--- src/rtl/hd_burst_tx_pkg.sv ---
// Shared definitions for the burst transmitter: state encoding.
package hd_burst_tx_pkg;

    // IDLE waits for a command, SEND presents a word, GAP idles between words,
    // DONE emits the completion pulse.
    typedef enum logic [1:0] {
        IDLE = 2'd0,
        SEND = 2'd1,
        GAP  = 2'd2,
        DONE = 2'd3
    } state_t;

endpackage

--- src/rtl/hd_burst_tx.sv ---
// Burst transmitter: takes a {base, stride, len, gap} command and emits len words
// base, base+stride, ... on a valid/ready stream. An optional idle gap follows each
// non-final word. All stream outputs are registered, so valid never depends on ready.
module hd_burst_tx
    import hd_burst_tx_pkg::*;
#(
    parameter int DATA_WIDTH = 32,
    parameter int LEN_WIDTH  = 8,
    parameter int GAP_WIDTH  = 4
) (
    input  logic                  clk,
    input  logic                  rst,
    input  logic                  cmd_valid,
    output logic                  cmd_ready,
    input  logic [DATA_WIDTH-1:0] cmd_base,
    input  logic [DATA_WIDTH-1:0] cmd_stride,
    input  logic [LEN_WIDTH-1:0]  cmd_len,
    input  logic [GAP_WIDTH-1:0]  cmd_gap,
    input  logic                  ready,
    output logic                  valid_output,
    output logic [DATA_WIDTH-1:0] data_dest,
    output logic                  last_output,
    output logic                  done,
    output logic                  busy
);

    state_t                state;
    state_t                state_nxt;
    logic [DATA_WIDTH-1:0] stride_q;
    logic [GAP_WIDTH-1:0]  gap_q;
    logic [GAP_WIDTH-1:0]  gap_cnt;
    // Words still to be transferred, counting the one currently presented.
    logic [LEN_WIDTH-1:0]  remaining;
    logic                  accept;
    logic                  xfer;
    logic                  final_word;

    assign cmd_ready  = (state == IDLE) && !rst;
    assign accept     = cmd_valid && cmd_ready;
    // valid_output is only ever set in SEND, so xfer implies state == SEND.
    assign xfer       = valid_output && ready;
    assign final_word = (remaining == LEN_WIDTH'(1));

    // Next-state selection.
    always_comb begin
        state_nxt = state;
        case (state)
            IDLE: begin
                if (accept) begin
                    state_nxt = (cmd_len == '0) ? DONE : SEND;
                end
            end
            SEND: begin
                if (xfer) begin
                    if (final_word) begin
                        state_nxt = DONE;
                    end else if (gap_q != '0) begin
                        state_nxt = GAP;
                    end
                end
            end
            GAP: begin
                if (gap_cnt <= GAP_WIDTH'(1)) begin
                    state_nxt = SEND;
                end
            end
            DONE:    state_nxt = IDLE;
            default: state_nxt = IDLE;
        endcase
    end

    // State register.
    always_ff @(posedge clk) begin
        if (rst) begin
            state <= IDLE;
        end else begin
            state <= state_nxt;
        end
    end

    // Datapath and registered outputs; a reset abandons any burst in flight.
    always_ff @(posedge clk) begin
        if (rst) begin
            valid_output <= 1'b0;
            last_output  <= 1'b0;
            done         <= 1'b0;
            busy         <= 1'b0;
            data_dest    <= '0;
            stride_q     <= '0;
            gap_q        <= '0;
            gap_cnt      <= '0;
            remaining    <= '0;
        end else begin
            busy <= (state_nxt != IDLE);
            done <= (state_nxt == DONE);
            case (state)
                IDLE: begin
                    if (accept) begin
                        stride_q     <= cmd_stride;
                        gap_q        <= cmd_gap;
                        remaining    <= cmd_len;
                        data_dest    <= cmd_base;
                        valid_output <= (cmd_len != '0);
                        last_output  <= (cmd_len == LEN_WIDTH'(1));
                    end
                end
                SEND: begin
                    if (xfer) begin
                        remaining <= remaining - LEN_WIDTH'(1);
                        data_dest <= data_dest + stride_q;
                        if (final_word) begin
                            valid_output <= 1'b0;
                            last_output  <= 1'b0;
                        end else if (gap_q == '0) begin
                            last_output <= (remaining == LEN_WIDTH'(2));
                        end else begin
                            valid_output <= 1'b0;
                            last_output  <= 1'b0;
                            gap_cnt      <= gap_q;
                        end
                    end
                end
                GAP: begin
                    if (gap_cnt <= GAP_WIDTH'(1)) begin
                        gap_cnt      <= '0;
                        valid_output <= 1'b1;
                        last_output  <= final_word;
                    end else begin
                        gap_cnt <= gap_cnt - GAP_WIDTH'(1);
                    end
                end
                default: ;
            endcase
        end
    end

endmodule

--- config.mk ---
export PLATFORM = sky130hd
export DESIGN_NAME = hd_burst_tx
export DESIGN_NICKNAME = d
export VERILOG_FILES = /design/src/rtl/hd_burst_tx_pkg.sv /design/src/rtl/hd_burst_tx.sv
export SDC_FILE = /design/constraint.sdc
export NUM_CORES = 1
export LEC_CHECK = 0
export CAP_MARGIN = 10
export CORE_ASPECT_RATIO = 1.25
export CORE_MARGIN = 1
export CORE_UTILIZATION = 25
export CTS_CLUSTER_DIAMETER = 100
export DETAILED_ROUTE_END_ITERATION = 6
export DONT_BUFFER_PORTS = 1
export HOLD_SLACK_MARGIN = 0.12
export PLACE_DENSITY = 0.4
export SLEW_MARGIN = 20
export SYNTH_ARGS = -nofsm -noshare
export SYNTH_HDL_FRONTEND = slang
export SYNTH_SLANG_ARGS = --single-unit
--- constraint.sdc ---
create_clock -name clk -period 3.2 [get_ports clk]
set_clock_uncertainty 0.1 [all_clocks]
set_input_delay 0.48 -clock clk [delete_from_list [all_inputs] [get_ports clk]]
set_output_delay 0.48 -clock clk [all_outputs]
set_load 0.02 [all_outputs]
# After elaboration in Yosys (flattened, before gate mapping)

Cells that the tools add are included.
Widths: inputs -> output; s select.

Bits in registers: 86
Input port bits: 80
Output and inout port bits: 37
Logic and storage cells: 75

$add $sub $neg: 3
$lt $le $gt $ge: 1
Equality and inequality tests: 13
Muxes and demuxes: 30
Reduce and logical (&&, ||, !) cells: 18

Operator list:

| cell                | count |
|---|---|
| $mux 32             | 2 |
| $pmux 32 s2         | 1 |
| $add 32x32->32      | 1 |
| $eq 8x1->1 const B  | 2 |
| $mux 4              | 4 |
| $mux 8              | 2 |
| $pmux 8 s2          | 1 |
| $mux 2              | 6 |
| $mux 1              | 10 |
| $ne 2x2->1 const B  | 5 |
| $eq 8x2->1 const B  | 1 |
| $logic_not 8->1     | 1 |
| $pmux 2 s4          | 1 |
| $pmux 4 s2          | 1 |
| $reduce_and 4->1    | 2 |
| $reduce_bool 8->1   | 1 |
| $sub 8x1->8 const B | 1 |
| $eq 2x2->1 const B  | 3 |
| $pmux 1 s3          | 2 |
| $reduce_bool 2->1   | 3 |
| $reduce_and 5->1    | 1 |
| $le 4x1->1 const B  | 1 |
| $logic_not 4->1     | 1 |
| $reduce_bool 4->1   | 1 |
| other kinds (9)     | 11 |

# Longest topological paths before layout

Gate-level depths: netlist (run 1).

Word-level depth: 6
Mapped depth: 11
Gate-level depth less buffers: 10

# Worst setup path after synthesis (run 1)

No wires, ideal clock.

Kind: flip-flop to flip-flop
Start: reg data_dest[0]
End: reg data_dest[20]
Arrival time: 2.501 ns
Data required time: 3.014 ns
Setup slack: 0.513 ns
Stages on the path, launching flop included: 11
Cells stage by stage: dfxtp_1 > ha_1 > fa_1 > a21oi_1 > o22ai_1 > nor2_1 > o21a_1 > a21oi_1 > a21oi_1 > mux2_2 > a211oi_1

Cells in the longest elaborated chain, start to end: 3

RTL lines:

| item                   | RTL line           | RTL |
|---|---|---|
| start, declared        | hd_burst_tx.sv:21  | `output logic [DATA_WIDTH-1:0] data_dest,` |
| start signal, assigned | hd_burst_tx.sv:102 | `data_dest <= cmd_base;` |
| start signal, assigned | hd_burst_tx.sv:110 | `data_dest <= data_dest + stride_q;` |
| $add 32x32->32         | hd_burst_tx.sv:110 |  |
| $mux 32                | hd_burst_tx.sv:108 | `if (xfer) begin` |
| $pmux 32 s2            | hd_burst_tx.sv:96  | `case (state)` |

No other way between the ends. The select of a mux whose other input is x is not followed.
A chain may end at the register's enable or synchronous reset.

# Worst setup path after layout (run 1)

Same ends and word-level chain as after synthesis.

==> flow_summary_export.csv, run 1 <==
group,metric,value,unit
status,status,"finished, final reports clean",
final_layout,seq_area,1722,um2
routing,drt-total-wl,18570,um
global_routing,first_global_vias,5180,
global_routing,grt_antenna_before_repair,0,
clock_network,cts_hold_buf,5,
timing,period_minus_slack,2904,ps
logic_synthesis,synth_top_area_cell,"dfxtp_1",
clock_network,cts_setup_buffers,0,
logic_synthesis,netlist_area,5674,um2
final_layout,nets,845,
routing,avgViaCountPerCell,5.155,
floorplanning,ioPinCount,117,
logic_synthesis,avgSynthCellArea,7.668,um2
global_routing,grt-ovfl-total,0,
final_layout,final_cell_area,6309,um2
setup_path,critPathKind,"flip-flop to flip-flop",
pwr,cellLeakagePower,2.519,nW
routing,final_antenna_net_count,0,
clock_network,cts.sinks,86,
pwr,peakVddDrop,0.2570,mV
setup_path,endpoint_kind,"flip-flop",
routing,drt_iter0_markers,236,
floorplanning,rows,61,
setup_path,cp.arrival,3070,ps
floorplanning,fp.dieW,136.8,um
timing,grt_setup_unrepaired,"false",
logic_synthesis,synthesis.nets,861,
placement,port_buffers,0,
final_layout,syn_to_final_growth,11.18,%
clock_network,clockBufferDepth,2,
placement,place.gp.congestion,0.8116,
setup_path,critPathLaunchType,"flip-flop",
logic_synthesis,yosysMostFrequentCell,"nand2_1",
timing,setup_viol,0,
routing,drc,0,
global_routing,grt_max_degree,52,
logic_synthesis,ys_top_cells_by_count,"122 x nand2_1, 86 x dfxtp_1, 64 x a21oi_1, 64 x nor2_1, 40 x ha_1",
clock_network,clkTransAtPathRegs,70,ps
clock_network,clkLatencyLatePin,350,ps
timing,hold_ws,130.9,ps
logic_synthesis,synth-simple-area-share,0.2706,
logic_synthesis,synth.area.mux_share,0.02139,
timing,hold_violations,0,
floorplanning,start_util,0.2546,
placement,dpl_cell_area,5947,um2
floorplanning,die_h,170.4,um
timing,slew_viol_final,0,
routing,vias,5217,
final_layout,multi_input_area,3714,um2
clock_network,cts_root_buf,"clkbuf_16",
timing,finalCritPeriodShare,0.9075,
clock_network,cts_tree,"yes",
logic_synthesis,yosysTopAreaCellShare,0.3034,
timing,fmaxAchievable,344.3,MHz
final_layout,fillers,2420,
placement,dp_hpwl,13490,um
logic_synthesis,ys.flop_type,"dfxtp_1",
flow_run,cap_viol_max_count,0,
clock_network,cts_buffers,9,
logic_synthesis,synth.area.top_cells,"dfxtp_1 30%, ha_1 8.8%, nand2_1 8.1%, a21oi_1 5.6%, nand3b_1 5.0%",
logic_synthesis,synth_top_family_by_area,"simple AND/OR/NAND/NOR gates",
logic_synthesis,synthArstFlopShare,0,
setup_path,required,3370,ps
min_path,hp-class,"input pin to flip-flop",
timing,setup_tns,0,ps
global_routing,grt_pass1_wl,29050,um
logic_synthesis,seq_area_frac_synth,0.3034,
floorplanning,die-area,23310,um2
global_routing,track_usage,0.1644,
routing,wl_per_cell,18.35,um
logic_synthesis,synth_warnings,0,
pwr,powerDensity,641.9,nW/um2
logic_synthesis,synth-edff-count,0,
final_layout,drive_above_1_share,0.05769,
timing,maxSlewHeadroom,0.4895,
timing,tightest_slew,758.8,ps
floorplanning,core_area,22290,um2
setup_path,cp_max_fo,3,
logic_synthesis,ys_ff_latch,86,
routing,drt_pre_antenna_iters,5,
logic_synthesis,synth_xor_area_frac,0.03550,
logic_synthesis,synth_compound_area_frac,0.2348,
clock_network,htree_num_levels,3,
clock_network,post_cts_resized,0,
logic_synthesis,synth_fa_ha_area_frac,0.09173,
logic_synthesis,synth_cells,740,
logic_synthesis,yosysUniqueCellTypes,65,
## final cells by class
class,instances,area share
Antenna cell,1,0.0003967
Inverter,16,0.009520
Tap cell,283,0.05613
Clock inverter,3,0.007140
Clock buffer,12,0.03907
Timing Repair Buffer,18,0.02618
Sequential cell,86,0.2729
Multi-Input combinational cell,593,0.5887
## worst paths after layout
kind	start	slack, ps	depth (start not counted)	to
min	cmd_stride[15]	130	2	stride_q[15]
max	data_dest[0]	300	10	data_dest[20]
min reg2reg	stride_q[0]	380	2	stride_q[0]
max reg2reg	data_dest[0]	300	10	data_dest[20]
## routing by layer
layer,vias up,wire (um),global-route usage
met5,-,0,0
met4,0,272,0.04734
met3,17,1007,0.04349
met2,113,9075,0.2803
met1,2469,8213,0.2003
li1,2618,-,-
## critical path, stage by stage (launching register included)
cell	delay [ps]
dfxtp_1	390
ha_1	280
fa_1	410
a21oi_1	220
o22ai_1	170
nor2_1	150
o21a_1	180
a21oi_1	110
a21oi_1	270
mux2_2	370
a211oi_1	180
## logic make-up (layout without fill, tap and decap cells)
kind of cell             Yosys count  count (layout)
AND/OR/NAND/NOR                  317             317
AO/OA/AOI/OAI                    200             200
flip-flops                        86              86
buffers and inverters             61              49
adder cells (fa/ha/maj)           41              41
XOR/XNOR                          23              23
multiplexers                      12              12
other                              0               1
## registers in the layout (all words and copies together), names as in the netlist, 2 cells and up
name,cells
stride_q,32
remaining,8
state,2
gap_q,4
gap_cnt,4
data_dest,32
## cell usage in the layout (no fill, tap or decap), drive strengths merged, types with 19 or more instances in the layout
cell,netlist,routed
nand2,123,123
xnor2,19,19
ha,40,40
dfxtp,86,86
nor2,64,64
nand3b,38,38
a21oi,64,64
o21ai,34,34
a211oi,28,28
nand3,22,22
## power by group
group / internal [W] / leakage [nW] / switching [W]
Sequential: 0.00125 / 0.707 / 0.000300
Clock: 0.000624 / 0.135 / 0.000459
Combinational: 0.000546 / 1.68 / 0.000873
## metrics by stage
stage	utilization	total power (W)	cells	setup slack, ps
6_report	0.2831	0.004050	1012	295.9
5_1_grt	0.2830	0.004353	1011	0.7432
4_1_cts	0.2830	0.004100	1011	285.9
3_5_place_dp	0.2668	0.002979	991	301.7
3_3_place_gp	0.2668	0.002968	991	349.0
2_1_floorplan	-	0.002594	740	513.1
No activity file was read; power rests on OpenSTA's default activity.
==> run 2: changes to the inputs <==
Settings changed: GPL_TIMING_DRIVEN set to 0, PLACE_DENSITY 0.4 to 0.45.
==> run 2 against run 1 <==
Effect of this change:
- power increased by 0.43%
- non-clock buffer count grew 42
- utilization increased by 0.76 points
- critical endpoint unchanged
- via count increased by 2.2%
- combinational power hardly changed
- cell count grew 4.2%
- sequential power hardly changed
- die area stayed put
- global-route usage grew 1.3 points
- cell area rose by 2.7%
- setup slack worse by 110 ps
- maximum frequency fell by 3.5%
==> flow_summary_export.csv, run 2 (synthesis gave the netlist of run 1 again) <==
group,metric,value,unit
pwr,p_sw,0.001689,W
pwr,power.internal,0.002378,W
final_layout,final_cell_area,6479,um2
global_routing,grt_pass1_wl,30880,um
placement,dp_hpwl,15440,um
clock_network,cts_setup_buffers,0,
final_layout,drive_above_1_share,0.05318,
timing,grt_setup_unrepaired,"true",
routing,drc,0,
pwr,seq_power_share,0.384,
min_path,hp-class,"input pin to flip-flop",
routing,final_antenna_net_count,0,
clock_network,clockBufferDepth,2,
status,status,"finished, final reports clean",
clock_network,htree_num_levels,3,
floorplanning,die-area,23310,um2
timing,maxSlewHeadroom,0.4545,
floorplanning,die_h,170.4,um
placement,dp.cells,1023,
timing,setup_tns,0,ps
global_routing,first_global_vias,5430,
timing,hold_violations,0,
placement,port_buffers,0,
pwr,clock_power_share,0.260,
pwr,switching_share,0.4153,
floorplanning,core_area,22290,um2
final_layout,final_common_cell,"nand2_1",
timing,finalCritPeriodShare,0.9408,
pwr,powerDensity,627.8,nW/um2
clock_network,clkLatencyLatePin,360,ps
pwr,cellLeakagePower,2.594,nW
placement,dpl_cell_area,6028,um2
clock_network,clkTransAtPathRegs,70,ps
floorplanning,fp.dieW,136.8,um
floorplanning,rows,61,
final_layout,nets,887,
routing,avgViaCountPerCell,5.057,
routing,drt-total-wl,19750,um
global_routing,track_usage,0.1778,
timing,fmaxAchievable,332.2,MHz
setup_path,endpoint_kind,"flip-flop",
global_routing,grt-ovfl-total,0,
floorplanning,start_util,0.2546,
timing,tightest_slew,810.8,ps
global_routing,grt_max_degree,14,
setup_path,critPathLaunchType,"flip-flop",
global_routing,grt_antenna_before_repair,1,
timing,period_minus_slack,3011,ps
final_layout,fillers,2484,
flow_run,cap_viol_max_count,0,
clock_network,cts_tree,"yes",
setup_path,cp_max_fo,4,
final_layout,n_antenna_cell,0,
clock_network,cts_root_buf,"clkbuf_16",
final_layout,reg_top3,"data_dest x32, stride_q x32, remaining x8",
timing,slew_viol_final,0,
pwr,power_frac_comb,0.356,
setup_path,critPathKind,"flip-flop to flip-flop",
final_layout,syn_to_final_growth,14.18,%
routing,drt_pre_antenna_iters,5,
floorplanning,ioPinCount,117,
timing,hold_ws,124.2,ps
routing,vias,5330,
setup_path,cp.arrival,3190,ps
routing,drt_iter0_markers,269,
final_layout,fin_cells,1054,
final_layout,utilization,0.2907,
placement,place.gp.congestion,0.8334,
clock_network,cts.sinks,86,
pwr,peakVddDrop,0.2746,mV
clock_network,cts_buffers,9,
routing,wl_per_cell,18.74,um
timing,setup_viol,0,
setup_path,required,3370,ps
final_layout,final_cell_mix,"122 x nand2_1, 86 x dfxtp_1, 63 x nor2_1, 63 x a21oi_1, 40 x ha_1",
-- run 2: cell count changes in the layout (fill, tap and decap cells not counted), moves of 2 or more --
cell           delta
clkbuf_8          +2
buf_2             +9
buf_1             +5
clkbuf_1         +29
buf_4            -13
clkinv_2          +2
dlygate4sd3_1    +11
-- run 2: final cells by class --
class,instances,area [um2],share of cell area
flip-flops and latches,86,1722,0.2657
multi-input cells,593,3724,0.5747
clock inverters,3,17.52,0.002704
inverters,16,60.06,0.009270
well taps,283,354.1,0.05465
repair buffers,15,150.1,0.02317
clock buffers,13,270.3,0.04171
plain buffers,45,181.4,0.02800
-- run 2: path summary, 6_finish.rpt --
kind                         to  depth (start not counted)      startpoint  slack (ps)
setup / recovery  data_dest[20]                         10    data_dest[0]         190
hold / removal     stride_q[14]                          2  cmd_stride[14]         120
setup reg to reg  data_dest[20]                         10    data_dest[0]         190
hold reg to reg     stride_q[4]                          2     stride_q[4]         380
-- run 2: worst max-delay path, stage by stage (launching register included) --
cell and delay, ps:
dfxtp_1 390, ha_1 290, fa_1 420, a21oi_1 210, o22ai_1 150, nor2_2 220
o21a_1 230, a21oi_1 140, a21oi_2 230, mux2_2 360, a211oi_1 180
-- run 2: per-stage QoR --
stage | power [W] | worst slack, ps
floorplan | 0.002594 | 513.1
global placement | 0.003018 | 52.30
detailed placement | 0.003018 | 50.82
CTS | 0.004113 | 23.67
global route | 0.004351 | 5.727
finish | 0.004067 | 189.3
-- run 2: layer usage --
layer  global-route usage  wire, um
met2               0.3083      9840
met5                    0        10
met4              0.06618       428
met1               0.2043      8162
met3              0.05064      1308
-- run 2: power by group through the flow --
stage | Sequential (W) | Combinational (W) | Clock, W
after global routing | 0.00159 | 0.00163 | 0.00113
after detailed placement | 0.00159 | 0.00143 | 0
after CTS | 0.00157 | 0.00145 | 0.00109
after global placement | 0.00159 | 0.00143 | 0
final | 0.00156 | 0.00145 | 0.00106
after floorplan | 0.00151 | 0.00109 | 0
-- run 2: what timing repair did --
item,4_1_cts,5_1_grt
endpoints found under the hold margin,15,0
gates resized for setup,0,4
hold buffers,15,0
setup endpoints to repair,0,7
==> run 3: changes to the inputs <==
Settings changed: ABC_CLOCK_PERIOD_IN_PS set to 3200, RECOVER_POWER set to 50.
==> run 3 against run 2 <==
Effect of this change:
- non-clock buffer count did not move
- die area did not move
- combinational power barely moved
- first-iteration DRC count rose by 2.6%
- cell count did not move
- sequential power barely moved
- maximum frequency barely moved
==> flow_summary_export.csv, run 3 (synthesis gave the netlist of run 1 again) <==
group,metric,value,unit
final_layout,multi_input_area,3719,um2
clock_network,cts_tree,"yes",
floorplanning,rows,61,
setup_path,endpoint_kind,"flip-flop",
floorplanning,core_area,22290,um2
routing,wl_per_cell,18.69,um
timing,setup_viol,0,
setup_path,max_stage_delay,420,ps
setup_path,cp.arrival,3180,ps
global_routing,grt_antenna_before_repair,1,
setup_path,required,3370,ps
timing,slew_viol_final,0,
floorplanning,die-area,23310,um2
timing,setup_tns,0,ps
routing,drt_iter0_markers,276,
pwr,cellLeakagePower,2.592,nW
timing,period_minus_slack,3013,ps
flow_run,cap_viol_max_count,0,
timing,finalCritPeriodShare,0.9416,
routing,drc,0,
timing,fmaxAchievable,331.9,MHz
setup_path,r2r_start,"data_dest[0]",
final_layout,fin_cells,1054,
routing,final_antenna_net_count,0,
floorplanning,fp.dieW,136.8,um
timing,grt_setup_unrepaired,"true",
placement,place.gp.congestion,0.8334,
final_layout,seq_area,1722,um2
pwr,peakVddDrop,0.2671,mV
global_routing,grt_max_degree,14,
routing,vias,5312,
global_routing,grt_pass1_wl,30880,um
floorplanning,start_util,0.2546,
global_routing,grt-ovfl-total,0,
routing,drt_pre_antenna_iters,4,
final_layout,drive_above_1_share,0.05188,
timing,hold_violations,0,
routing,avgViaCountPerCell,5.040,
placement,dp_hpwl,15440,um
setup_path,cp_max_fo,4,
clock_network,clkLatencyLatePin,350,ps
clock_network,cts_root_buf,"clkbuf_16",
global_routing,first_global_vias,5430,
routing,highest_layer,"met5",
timing,tightest_slew,814.6,ps
floorplanning,die_h,170.4,um
pwr,powerDensity,626.1,nW/um2
min_path,worstHoldStart,"cmd_stride[14]",
setup_path,worst-path-buf-inv,0,
final_layout,final_cell_mix,"122 x nand2_1, 86 x dfxtp_1, 63 x nor2_1, 63 x a21oi_1, 40 x ha_1",
routing,m1WireLength,8074,um
setup_path,crit_start,"data_dest[0]",
status,status,"finished, final reports clean",
setup_path,critPathLaunchType,"flip-flop",
final_layout,fillers,2485,
final_layout,final_common_cell,"nand2_1",
placement,dp.cells,1023,
setup_path,path_common_cell,"a21oi_1",
setup_path,critPathKind,"flip-flop to flip-flop",
clock_network,clockBufferDepth,2,
placement,port_buffers,0,
routing,dr_wl_met3,1437,um
final_layout,reg_top3,"data_dest x32, stride_q x32, remaining x8",
clock_network,cts_buffers,9,
final_layout,n_antenna_cell,0,
final_layout,syn_to_final_growth,14.09,%
setup_path,cp_cell_sequence,"ha_1 -> fa_1 -> a21oi_1 -> o22ai_1 -> nor2_2 -> o21a_1 -> a21oi_1 -> a21oi_2 -> mux2_2 -> a211oi_1",
final_layout,nets,887,
min_path,hp-class,"input pin to flip-flop",
global_routing,track_usage,0.1778,
setup_path,crit_path_top_delay_cell,"fa_1",
setup_path,cp_top_family,"compound AO/OA/AOI/OAI gates",
pwr,power.total,0.004053,W
clock_network,cts.sinks,86,
clock_network,clkTransAtPathRegs,70,ps
final_layout,utilization,0.2905,
clock_network,htree_num_levels,3,
floorplanning,ioPinCount,117,
routing,met2_wirelength,9875,um
timing,maxSlewHeadroom,0.4519,
routing,drt-total-wl,19700,um
-- run 3: cell types whose count changed in the layout (fill, tap and decap cells not counted), sizes merged --
cell    previous run  this run
buf               14        12
clkbuf            44        46
-- run 3: layout make-up --
cell class	instances	area share
Buffer	45	0.02802
Clock buffer	13	0.04175
Clock inverter	3	0.002706
Inverter	16	0.009277
Multi-Input combinational cell	593	0.5744
Sequential cell	86	0.2659
Tap cell	283	0.05470
Timing Repair Buffer	15	0.02319
-- run 3: layer usage --
layer / vias up / track usage
li1: 2707 / -
met1: 2474 / 0.2043
met2: 111 / 0.3083
met3: 18 / 0.05064
met4: 2 / 0.06618
met5: - / 0
-- run 3: stage by stage --
step / worst slack (ps) / hold WS [ps] / instance area (um2)
2_1_floorplan: 513.1 / 353.2 / 5674
4_1_cts: 23.67 / 121.1 / 6466
5_1_grt: 5.727 / 124.6 / 6474
6_report: 186.8 / 128.4 / 6474
3_3_place_gp: 52.30 / 371.2 / 6028
3_5_place_dp: 50.82 / 375.4 / 6028
-- run 3: power by group --
group	internal, W	total (W)	switching, W
logic	0.000541	0.00144	0.000903
registers	0.00125	0.00156	0.000312
clock network	0.000588	0.00105	0.000460
total	0.00238	0.00405	0.00168
-- run 3: worst paths after layout --
check | end | slack [ps] | cells past startpoint
setup / recovery | data_dest[20] | 190 | 10
hold / removal | stride_q[14] | 130 | 2
setup reg to reg | data_dest[20] | 190 | 10
hold reg to reg | stride_q[4] | 380 | 2
-- run 3: what timing repair did --
action,in CTS,in global routing
resized for setup,0,4
setup endpoints to repair,0,7
hold buffers,15,0
setup buffers,0,0
endpoints found under the hold margin,15,0
-- run 3: worst reg2reg max path: stages (launching register included) --
cell	delay, ps
dfxtp_1	390
ha_1	290
fa_1	420
a21oi_1	210
o22ai_1	150
nor2_2	220
o21a_1	230
a21oi_1	140
a21oi_2	230
mux2_2	360
a211oi_1	180
